==> config.mk <==
export PLATFORM = sky130hd
export DESIGN_NAME = cache_arbiter
export DESIGN_NICKNAME = d
export VERILOG_FILES = /design/src/rtl/cache_arbiter.sv
export SDC_FILE = /design/constraint.sdc
export NUM_CORES = 1
export LEC_CHECK = 0
export ABC_CLOCK_PERIOD_IN_PS = 2300
export CAP_MARGIN = 40
export CORE_AREA = 2 2 537 539
export CTS_BUF_LIST = sky130_fd_sc_hd__clkbuf_8
export DETAILED_ROUTE_END_ITERATION = 6
export DIE_AREA = 0 0 539 541
export PLACE_DENSITY = 0.3
export SETUP_SLACK_MARGIN = 0.15
export SYNTH_ARGS = -nofsm -noshare
export SYNTH_HDL_FRONTEND = slang
export SYNTH_SLANG_ARGS = --single-unit
==> constraint.sdc <==
create_clock -name clk -period 2.3 [get_ports clk]
set_input_delay 0.575 -clock clk [delete_from_list [all_inputs] [get_ports clk]]
set_output_delay 0.575 -clock clk [all_outputs]
set_load 0.02 [all_outputs]
==> src/rtl/cache_arbiter.sv <==
// Shares the single cacheline memory port between I-cache and D-cache misses.
// Optional round-robin conflict resolution: define CACHE_ARB_RR_EN.
module cache_arbiter #(
  parameter int LINE_WIDTH = 256,
  parameter int ADDR_WIDTH = 32
) (
  input  logic                  clk,
  input  logic                  rst,
  input  logic                  i_read,
  input  logic [ADDR_WIDTH-1:0] i_address,
  output logic [LINE_WIDTH-1:0] i_rdata,
  output logic                  i_resp,
  input  logic                  d_read,
  input  logic                  d_write,
  input  logic [ADDR_WIDTH-1:0] d_address,
  input  logic [LINE_WIDTH-1:0] d_wdata,
  output logic [LINE_WIDTH-1:0] d_rdata,
  output logic                  d_resp,
  output logic                  pmem_read,
  output logic                  pmem_write,
  output logic [ADDR_WIDTH-1:0] pmem_address,
  output logic [LINE_WIDTH-1:0] pmem_wdata,
  input  logic [LINE_WIDTH-1:0] pmem_rdata,
  input  logic                  pmem_resp
);

  typedef enum logic [2:0] {
    IDLE,
    SERVE_I,
    SERVE_D,
    DONE_I,
    DONE_D
  } state_t;

  state_t                state_q, state_d;
  logic [ADDR_WIDTH-1:0] addr_q, addr_d;
  logic [LINE_WIDTH-1:0] wdata_q, wdata_d;
  logic [LINE_WIDTH-1:0] line_q, line_d;
  logic                  wr_q, wr_d;
  logic                  d_req;
  logic                  grant_d;

  assign d_req = d_read | d_write;

`ifdef CACHE_ARB_RR_EN
  // last_q: 0 = I served last, 1 = D served last
  logic last_q, last_d;

  always_comb begin
    grant_d = d_req & (~i_read | ~last_q);
    last_d  = last_q;
    if (state_q == IDLE && (d_req || i_read))
      last_d = grant_d;
  end

  always_ff @(posedge clk) begin
    if (rst) last_q <= 1'b0;
    else     last_q <= last_d;
  end
`else
  always_comb grant_d = d_req;
`endif

  always_comb begin
    state_d      = state_q;
    addr_d       = addr_q;
    wdata_d      = wdata_q;
    wr_d         = wr_q;
    line_d       = line_q;
    i_resp       = 1'b0;
    d_resp       = 1'b0;
    pmem_read    = 1'b0;
    pmem_write   = 1'b0;
    pmem_address = '0;
    pmem_wdata   = '0;
    unique case (state_q)
      IDLE: begin
        if (grant_d) begin
          state_d = SERVE_D;
          addr_d  = d_address;
          wdata_d = d_wdata;
          wr_d    = d_write;
        end else if (i_read) begin
          state_d = SERVE_I;
          addr_d  = i_address;
          wdata_d = d_wdata;
          wr_d    = 1'b0;
        end
      end
      SERVE_I: begin
        pmem_read    = 1'b1;
        pmem_address = addr_q;
        if (pmem_resp) begin
          line_d  = pmem_rdata;
          state_d = DONE_I;
        end
      end
      SERVE_D: begin
        pmem_read    = ~wr_q;
        pmem_write   = wr_q;
        pmem_address = addr_q;
        pmem_wdata   = wr_q ? wdata_q : '0;
        if (pmem_resp) begin
          if (!wr_q) line_d = pmem_rdata;
          state_d = DONE_D;
        end
      end
      DONE_I: begin
        i_resp  = 1'b1;
        state_d = IDLE;
      end
      DONE_D: begin
        d_resp  = 1'b1;
        state_d = IDLE;
      end
      default: state_d = IDLE;
    endcase
  end

  always_ff @(posedge clk) begin
    if (rst) begin
      state_q <= IDLE;
      addr_q  <= '0;
      wdata_q <= '0;
      wr_q    <= 1'b0;
      line_q  <= '0;
    end else begin
      state_q <= state_d;
      addr_q  <= addr_d;
      wdata_q <= wdata_d;
      wr_q    <= wr_d;
      line_q  <= line_d;
    end
  end

  assign i_rdata = line_q;
  assign d_rdata = line_q;

endmodule
# Word level (Yosys, flattened, before mapping)

Index checks and enable logic that the tools add are counted.

Add/subtract/negate cells: 0
Multipliers: 0
Div/mod/pow operators: 0
Order comparisons: 0
Eq/ne operators: 8
Shift-type cells: 0
Multiplexer cells: 22
Bitwise operators: 2
Reduce and logical (&&, ||, !) cells: 7

Operator list:

| cell               | count |
|---|---|
| $mux 256           | 7 |
| $pmux 256 s2       | 1 |
| $mux 32            | 3 |
| $mux 3             | 4 |
| $pmux 3 s3         | 1 |
| $eq 3x2->1 const B | 2 |
| $ne 2x2->1 const B | 3 |
| $mux 1             | 5 |
| $reduce_and 4->1   | 1 |
| $reduce_bool 2->1  | 2 |
| $eq 3x1->1 const B | 1 |
| $eq 3x3->1 const B | 1 |
| $logic_not 3->1    | 1 |
| $ne 3x3->1 const B | 1 |
| $reduce_and 3->1   | 1 |
| $pmux 1 s2         | 1 |
| $reduce_and 2->1   | 1 |
| $reduce_or 2->1    | 1 |
| $not 1->1          | 1 |
| $or 1x1->1         | 1 |

Flip-flop bits (word level): 548
Bits in latches: 0
Memory bits (writable): 0
Bits in read-only memories: 0
Input bits: 582
Word-level logic and storage cells: 44
Memories kept: 0

# Depth between registers and ports, before layout

Gate-level depths: netlist of run 1.

Depth in word-level cells: 3
Depth in mapped cells: 7
Mapped depth without buffers: 3

# Worst setup path before layout of run 1

OpenSTA, ideal clock, no wires.

Path kind: reg2out
Start: register state_q[2]
End: output port pmem_wdata[216]
Arrival time: 1,578 ps
Path slack: 147 ps
Stages on the path, launching flop included: 7
Path buffers: 3
Cell sequence: dfxtp_1 -> clkbuf_1 -> nand2b_1 -> nor3b_2 -> clkbuf_1 -> clkbuf_1 -> and2_1

Longest elaborated chain between the ends: 2

RTL lines:

| item                     | RTL line | text |
|---|---|---|
| start: declaration       | 35       | `state_t state_q, state_d;` |
| start signal: assignment | 128      | `state_q <= state_d;` |
| $eq 3x2->1               | 76       | `unique case (state_q)` |
| $mux 256                 | 76       |  |
| end: declaration         | 22       | `output logic [LINE_WIDTH-1:0] pmem_wdata,` |

No other way between the ends.

# Final worst setup path of run 1

Start: register state_q[2]
End: output port pmem_wdata[58]

Same word-level chain as after synthesis.

==> run_results.csv, run 1 <==
group,metric,value,unit
status,status,"finished, violations left",
status,violations,"setup timing",
clocking,clockBufferDepth,3,
timing,finClkSkew,0.0546,ns
synthesis,synth_cells,3070,
clocking,htreeDepth,3,
drt,num_vias,27100,
drt,drt_iter0_markers,1271,
placement,place_inst,7866,
global_route,grt_max_degree,85,
pwr,p_sw,10.8,mW
clocking,cts_buffers,120,
final_layout,stdcell_area,47700,um^2
final_layout,post-route-util,16.6,%
synthesis,post-synth-top-area-fraction,41.2,%
die,core-area,286000,um^2
drt,wl_per_cell,23.9,um
timing,rsz0062_at_grt,"true",
global_route,grt_pass1_wl,255000,um
synthesis,synth.distinct_cells,30,
critical_path,startpoint_type,"flip-flop",
clocking,clkTransAtPathRegs,0.06,ns
timing,fin_ws,-0.795,ns
die,die_y,541,um
critical_path,end_kind,"output port",
timing,slew_violations,0,
synthesis,synth_fp_nets,3652,
synthesis,synth_seq_cells,548,
drt,drt.antenna.violating_nets,0,
pwr,p_leak,17.2,nW
placement,dp_slack,-0.429,ns
drt,wl,195000,um
die,die_x,539,um
pwr,p_clk_share,35.9,%
synthesis,ys_seq_area_share,41.2,%
timing,worstMarginPinSlew,0.706,ns
synthesis,synthTopCellsByArea,"dfxtp_1, nand2b_1, mux2i_1, buf_4, and2_1",
critical_path,crit_buf_inv,5,
synthesis,synth_area,26600,um^2
pwr,p_seq_share,36.7,%
die,initial_core_util,9.29,%
global_route,overflow,0,
synthesis,synth.avg_cell_area,8.67,um^2
placement,place_area,44100,um^2
drt,vias_per_cell,3.33,
critical_path,timing.critical_path.cells,"nand2b_4 > nor3b_4 > buf_12 > buf_16 > buf_8 > and2_4 > buf_6 > buf_12",
global_route,use_met2,22.4,%
pwr,total_power,31.4,mW
timing,fmax,0.323,GHz
pwr,intPower,20.6,mW
global_route,met1_usage,14.7,%
timing,finalHoldViolCount,0,
timing,fin_tns_setup,-300.82,ns
clocking,hold_buffers,0,
clocking,root_buffer,"clkbuf_8",
clocking,cts_tree,"built",
global_route,grt_pass1_vias,27600,
placement,dp_hpwl,157000,um
die,rows,197,
placement,gp_congestion,0.810,
critical_path,arrival,2.52,ns
global_route,grt_antenna_before_repair,112,
hold_path,hold_path_class,"input pin to flip-flop",
timing,setup_viol,804,
clocking,clock_sinks,548,
timing,period_needed,3.09,ns
final_layout,layout.cells.non_filler,8147,
final_layout,drive_above_1_share,19.4,%
pwr,p_sw_share,34.4,%
pwr,p_per_area,659,nW/um^2
critical_path,worstSetupPathType,"flip-flop to output port",
critical_path,required,1.73,ns
global_route,use_met3,4.17,%
final_layout,area_growth,79.2,%
pwr,peakVddDrop,519,uV
global_route,busiest_layer,"met2",
die,io_pins,1386,
critical_path,crit_fanout,7,
final_layout,fin_nets,4839,
critical_path,cp_top_family,"buffers and inverters",
die,die_area,292000,um^2
global_route,grt_usage,12.7,%
timing,maxSlewHeadroom,52.9,%
final_layout,layout_common_cells,"clkdlybuf4s50_1, dfxtp_1, nand2b_1",
synthesis,yosysWarnings,0,
drt,dr.pass1.iters,6,
critical_path,worst_path_largest_cell_delay,0.32,ns
critical_path,cpMaxStageDelayCell,"dfxtp_2",
pwr,pwr-share-comb,27.4,%
drt,detail_route.drc_violations,0,
timing,holdWs,0.186,ns
run,drv_cap,0,
timing,finalCritPeriodShare,135,%
critical_path,path_common_cell,"buf_12",
synthesis,synth_largest_area_cell,"dfxtp_1",
final_layout,layout_commonest_cell,"clkdlybuf4s50_1",
clocking,clk_latency,0.85,ns
placement,numPortBuffers,1385,
[worst paths after layout]
check	cells past startpoint	slack, ns	end	start
hold / removal	2	0.19	wr_q	rst
hold reg to reg	2	0.48	wdata_q[69]	wdata_q[69]
setup / recovery	8	-0.79	pmem_wdata[58]	state_q[2]
setup reg to reg	8	-0.02	d_rdata[77]	state_q[1]
[worst register-to-register path, delay by kind of cell (launching register included)]
kind                   cells  cell delay (ns)
flip-flops                 1             0.36
AO/OA/AOI/OAI              1             0.17
buffers and inverters      5             1.06
AND/OR/NAND/NOR            1             0.39
multiplexers               1             0.22
[power groups by stage]
stage | registers [mW] | clock network, mW | logic [mW]
after CTS | 11.5 | 11.9 | 8.41
after global placement | 11.7 | 0 | 8.28
final | 11.5 | 11.3 | 8.62
after detailed placement | 11.7 | 0 | 8.27
after global routing | 11.6 | 12.3 | 9.23
after floorplan | 11.4 | 0 | 3.95
[layout make-up]
| type | instances | area (um^2) |
|---|---|---|
| fill | 32300 | 239000 |
| tap | 3781 | 4730 |
| sequential | 548 | 11000 |
| clock buffer | 147 | 2020 |
| clock inverter | 68 | 390 |
| inverter | 1 | 3.75 |
| timing repair buffer | 1607 | 16800 |
| antenna | 16 | 40.0 |
| multi-input combinational | 1979 | 12800 |
[cell usage after synthesis (all sizes together)]
library cell and instances:
dfxtp 548, nand2b 516, buf 312, a21oi 292
o21ai 289, and2 288, mux2i 257, nand3 256
clkbuf 230, nand2 33, a311oi 32, nor2 4
nor3 2, nor3b 2, or3 2, a2111o 1
inv 1, nor4 1, nor4b 1, o32ai 1
or3b 1, xnor2 1
[kinds of logic after synthesis]
| group | Yosys count | share of synthesized area (%) |
|---|---|---|
| AOI/OAI and AO/OA | 615 | 12.1 |
| xor gates and xnor gates | 1 | 0.0329 |
| buffers and inverters | 543 | 12.5 |
| DFF | 548 | 41.2 |
| muxes | 257 | 9.66 |
| and+or+nand+nor | 1106 | 24.5 |
[registers in the layout, summed over array words and instances, names as in the netlist]
name,count
wr_q,1
addr_q,32
d_rdata,256
state_q,3
wdata_q,256
[routing by layer]
layer	up-vias	routed length, um	share of wire, %
met4	34	4710	2.4
li1	12500	-	-
met3	349	14600	7.5
met2	1246	95800	49
met1	13000	79600	41
met5	-	224	0.11
[what timing repair did]
action,in CTS,in global routing
gates cloned,8,9
endpoints found under the setup margin,803,975
setup buffers,15,18
pin swaps,5,45
gates resized for setup,1032,401
Note: power is estimated with default switching activity, not from simulation.
==> inputs of run 2 (changes only) <==
--- a/config.mk
+++ b/config.mk
@@ -16,3 +16,4 @@
 export SYNTH_ARGS = -nofsm -noshare
 export SYNTH_HDL_FRONTEND = slang
 export SYNTH_SLANG_ARGS = --single-unit
+export TNS_END_PERCENT = 50
==> results of run 2 <==
The final DEF is identical to that of run 1; final timing and power are the same.
==> inputs of run 3 (changes only) <==
--- a/config.mk
+++ b/config.mk
@@ -9,9 +9,10 @@
 export CAP_MARGIN = 40
 export CORE_AREA = 2 2 537 539
 export CTS_BUF_LIST = sky130_fd_sc_hd__clkbuf_8
+export CTS_CLUSTER_SIZE = 25
 export DETAILED_ROUTE_END_ITERATION = 6
 export DIE_AREA = 0 0 539 541
-export PLACE_DENSITY = 0.3
+export PLACE_DENSITY = 0.35
 export SETUP_SLACK_MARGIN = 0.15
 export SYNTH_ARGS = -nofsm -noshare
 export SYNTH_HDL_FRONTEND = slang
==> run_results.csv, run 3 (synthesis gave the netlist of run 1 again) <==
group,metric,value,unit
status,status,"finished, violations left",
status,violations,"setup timing",
placement,dp_hpwl,158000,um
clocking,clock_sinks,548,
critical_path,crit_cells,9,
pwr,p_leak,18.0,nW
placement,numPortBuffers,1385,
drt,dr.pass1.iters,7,
clocking,clockBufferDepth,4,
critical_path,arrival,2.64,ns
pwr,total_power,31.4,mW
placement,gp_congestion,0.839,
global_route,grt_antenna_before_repair,93,
die,core-area,286000,um^2
final_layout,fin_nets,4867,
timing,finalHoldViolCount,0,
drt,num_vias,27300,
die,initial_core_util,9.29,%
drt,drt.antenna.violating_nets,0,
timing,fmax,0.311,GHz
pwr,peakVddDrop,379,uV
die,io_pins,1386,
clocking,htreeDepth,3,
clocking,clkTransAtPathRegs,0.06,ns
timing,setup_viol,605,
clocking,cts_tree,"built",
global_route,overflow,0,
timing,slew_violations,0,
final_layout,layout_commonest_cell,"clkdlybuf4s50_1",
die,die_x,539,um
global_route,grt_pass1_wl,252000,um
final_layout,area_growth,83.4,%
hold_path,min_path_cells,3,
final_layout,drive_above_1_share,27.3,%
placement,place_area,44300,um^2
drt,detail_route.drc_violations,0,
critical_path,startpoint_type,"flip-flop",
final_layout,layout_common_cells,"clkdlybuf4s50_1, nand2b_1, dfxtp_1",
timing,worstMarginPinSlew,0.994,ns
critical_path,ff2ff_path_depth,7,
hold_path,hold_path_class,"input pin to flip-flop",
critical_path,crit_fanout,7,
timing,fin_ws,-0.914,ns
drt,drt_iter0_markers,1524,
global_route,grt_pass1_vias,27200,
final_layout,stdcell_area,48800,um^2
critical_path,worst_path_largest_cell_delay,0.31,ns
run,drv_cap,0,
timing,finClkSkew,0.0603,ns
critical_path,required,1.73,ns
clocking,root_buffer,"clkbuf_8",
critical_path,crit_buf_inv,6,
clocking,clk_latency,0.96,ns
critical_path,cp_top_family,"buffers and inverters",
critical_path,end_kind,"output port",
critical_path,worstSetupPathType,"flip-flop to output port",
clocking,cts_buffers,120,
timing,maxSlewHeadroom,33.8,%
timing,rsz0062_at_grt,"true",
timing,period_needed,3.21,ns
drt,wl,196000,um
timing,finalCritPeriodShare,140,%
die,die_area,292000,um^2
die,rows,197,
drt,wl_per_cell,24.0,um
global_route,grt_usage,12.6,%
critical_path,timing.critical_path.cells,"nand2b_4 > nor3b_4 > buf_12 > buf_16 > buf_12 > buf_16 > buf_12 > and2_1 > buf_6",
critical_path,cpMaxStageDelayCell,"dfxtp_2",
drt,vias_per_cell,3.34,
clocking,hold_buffers,0,
die,die_y,541,um
global_route,grt_max_degree,147,
critical_path,path_common_cell,"buf_12",
pwr,p_per_area,644,nW/um^2
[run 3: cell count changes in the layout (fill, tap and decap cells not counted), sizes merged]
cell / delta
clkdlybuf4s50: -195
clkinvlp: +1
bufinv: +1
clkdlybuf4s18: +1
diode: -7
clkdlybuf4s15: +2
buf: +221
inv: -9
clkbuf: -1
[run 3: power breakdown]
part / total [mW] / switching (mW) / internal [mW]
Combinational: 8.82 / 4.56 / 4.26
Clock: 11.1 / 5.08 / 6.05
Sequential: 11.5 / 1.01 / 10.5
Total: 31.4 / 10.6 / 20.8
[run 3: worst reg2reg max path, cell delays in order (launching register included)]
cell	delay, ns
dfxtp_4	0.36
buf_8	0.14
buf_6	0.11
or3b_4	0.42
a21oi_4	0.22
buf_12	0.23
buf_12	0.44
mux2i_1	0.22
[run 3: repair_timing]
item / 4_1_cts / 5_1_grt
gates resized for setup: 619 / 1936
endpoints found under the setup margin: 819 / 981
cloned: 7 / 15
pin swaps: 1 / 50
buffers inserted: 11 / 35
[run 3: path summary, 6_finish.rpt]
kind	start	end	slack [ns]
max reg2reg	state_q[0]	d_rdata[82]	0.04
min	pmem_rdata[168]	d_rdata[168]	0.18
max	state_q[2]	pmem_wdata[17]	-0.91
min reg2reg	wdata_q[142]	wdata_q[142]	0.47
[run 3: per-layer routing]
| metal | track usage (%) | share of wire (%) | up-vias |
|---|---|---|---|
| met4 | 3.56 | 3.7 | 16 |
| met2 | 23.0 | 50 | 1306 |
| met5 | 0 | 0.052 | - |
| met3 | 4.01 | 7.5 | 352 |
| met1 | 13.9 | 38 | 13100 |
| li1 | - | - | 12500 |
[run 3: final cells by class]
class	count	area, um^2
Clock buffer	147	2020
Tap cell	3781	4730
Clock inverter	61	368
Antenna cell	9	22.5
Inverter	1	3.75
Sequential cell	548	11400
Fill cell	32200	238000
Timing Repair Buffer	1635	17500
Multi-Input combinational cell	1979	12800
[run 3: metrics by stage]
step                      setup TNS (ns)  instances  setup WS (ns)  utilization (%)  hold slack, ns
after floorplan                        0       3070          0.180                -           0.449
final                            -281.55       8161         -0.914             17.0           0.180
after global placement            -73.93       7876         -0.366             15.5           0.456
after detailed placement          -78.85       7876         -0.387             15.5           0.461
after global routing             -394.55       8159          -1.14             17.0          0.0837
after CTS                        -521.72       8102          -1.14             16.4          0.0286
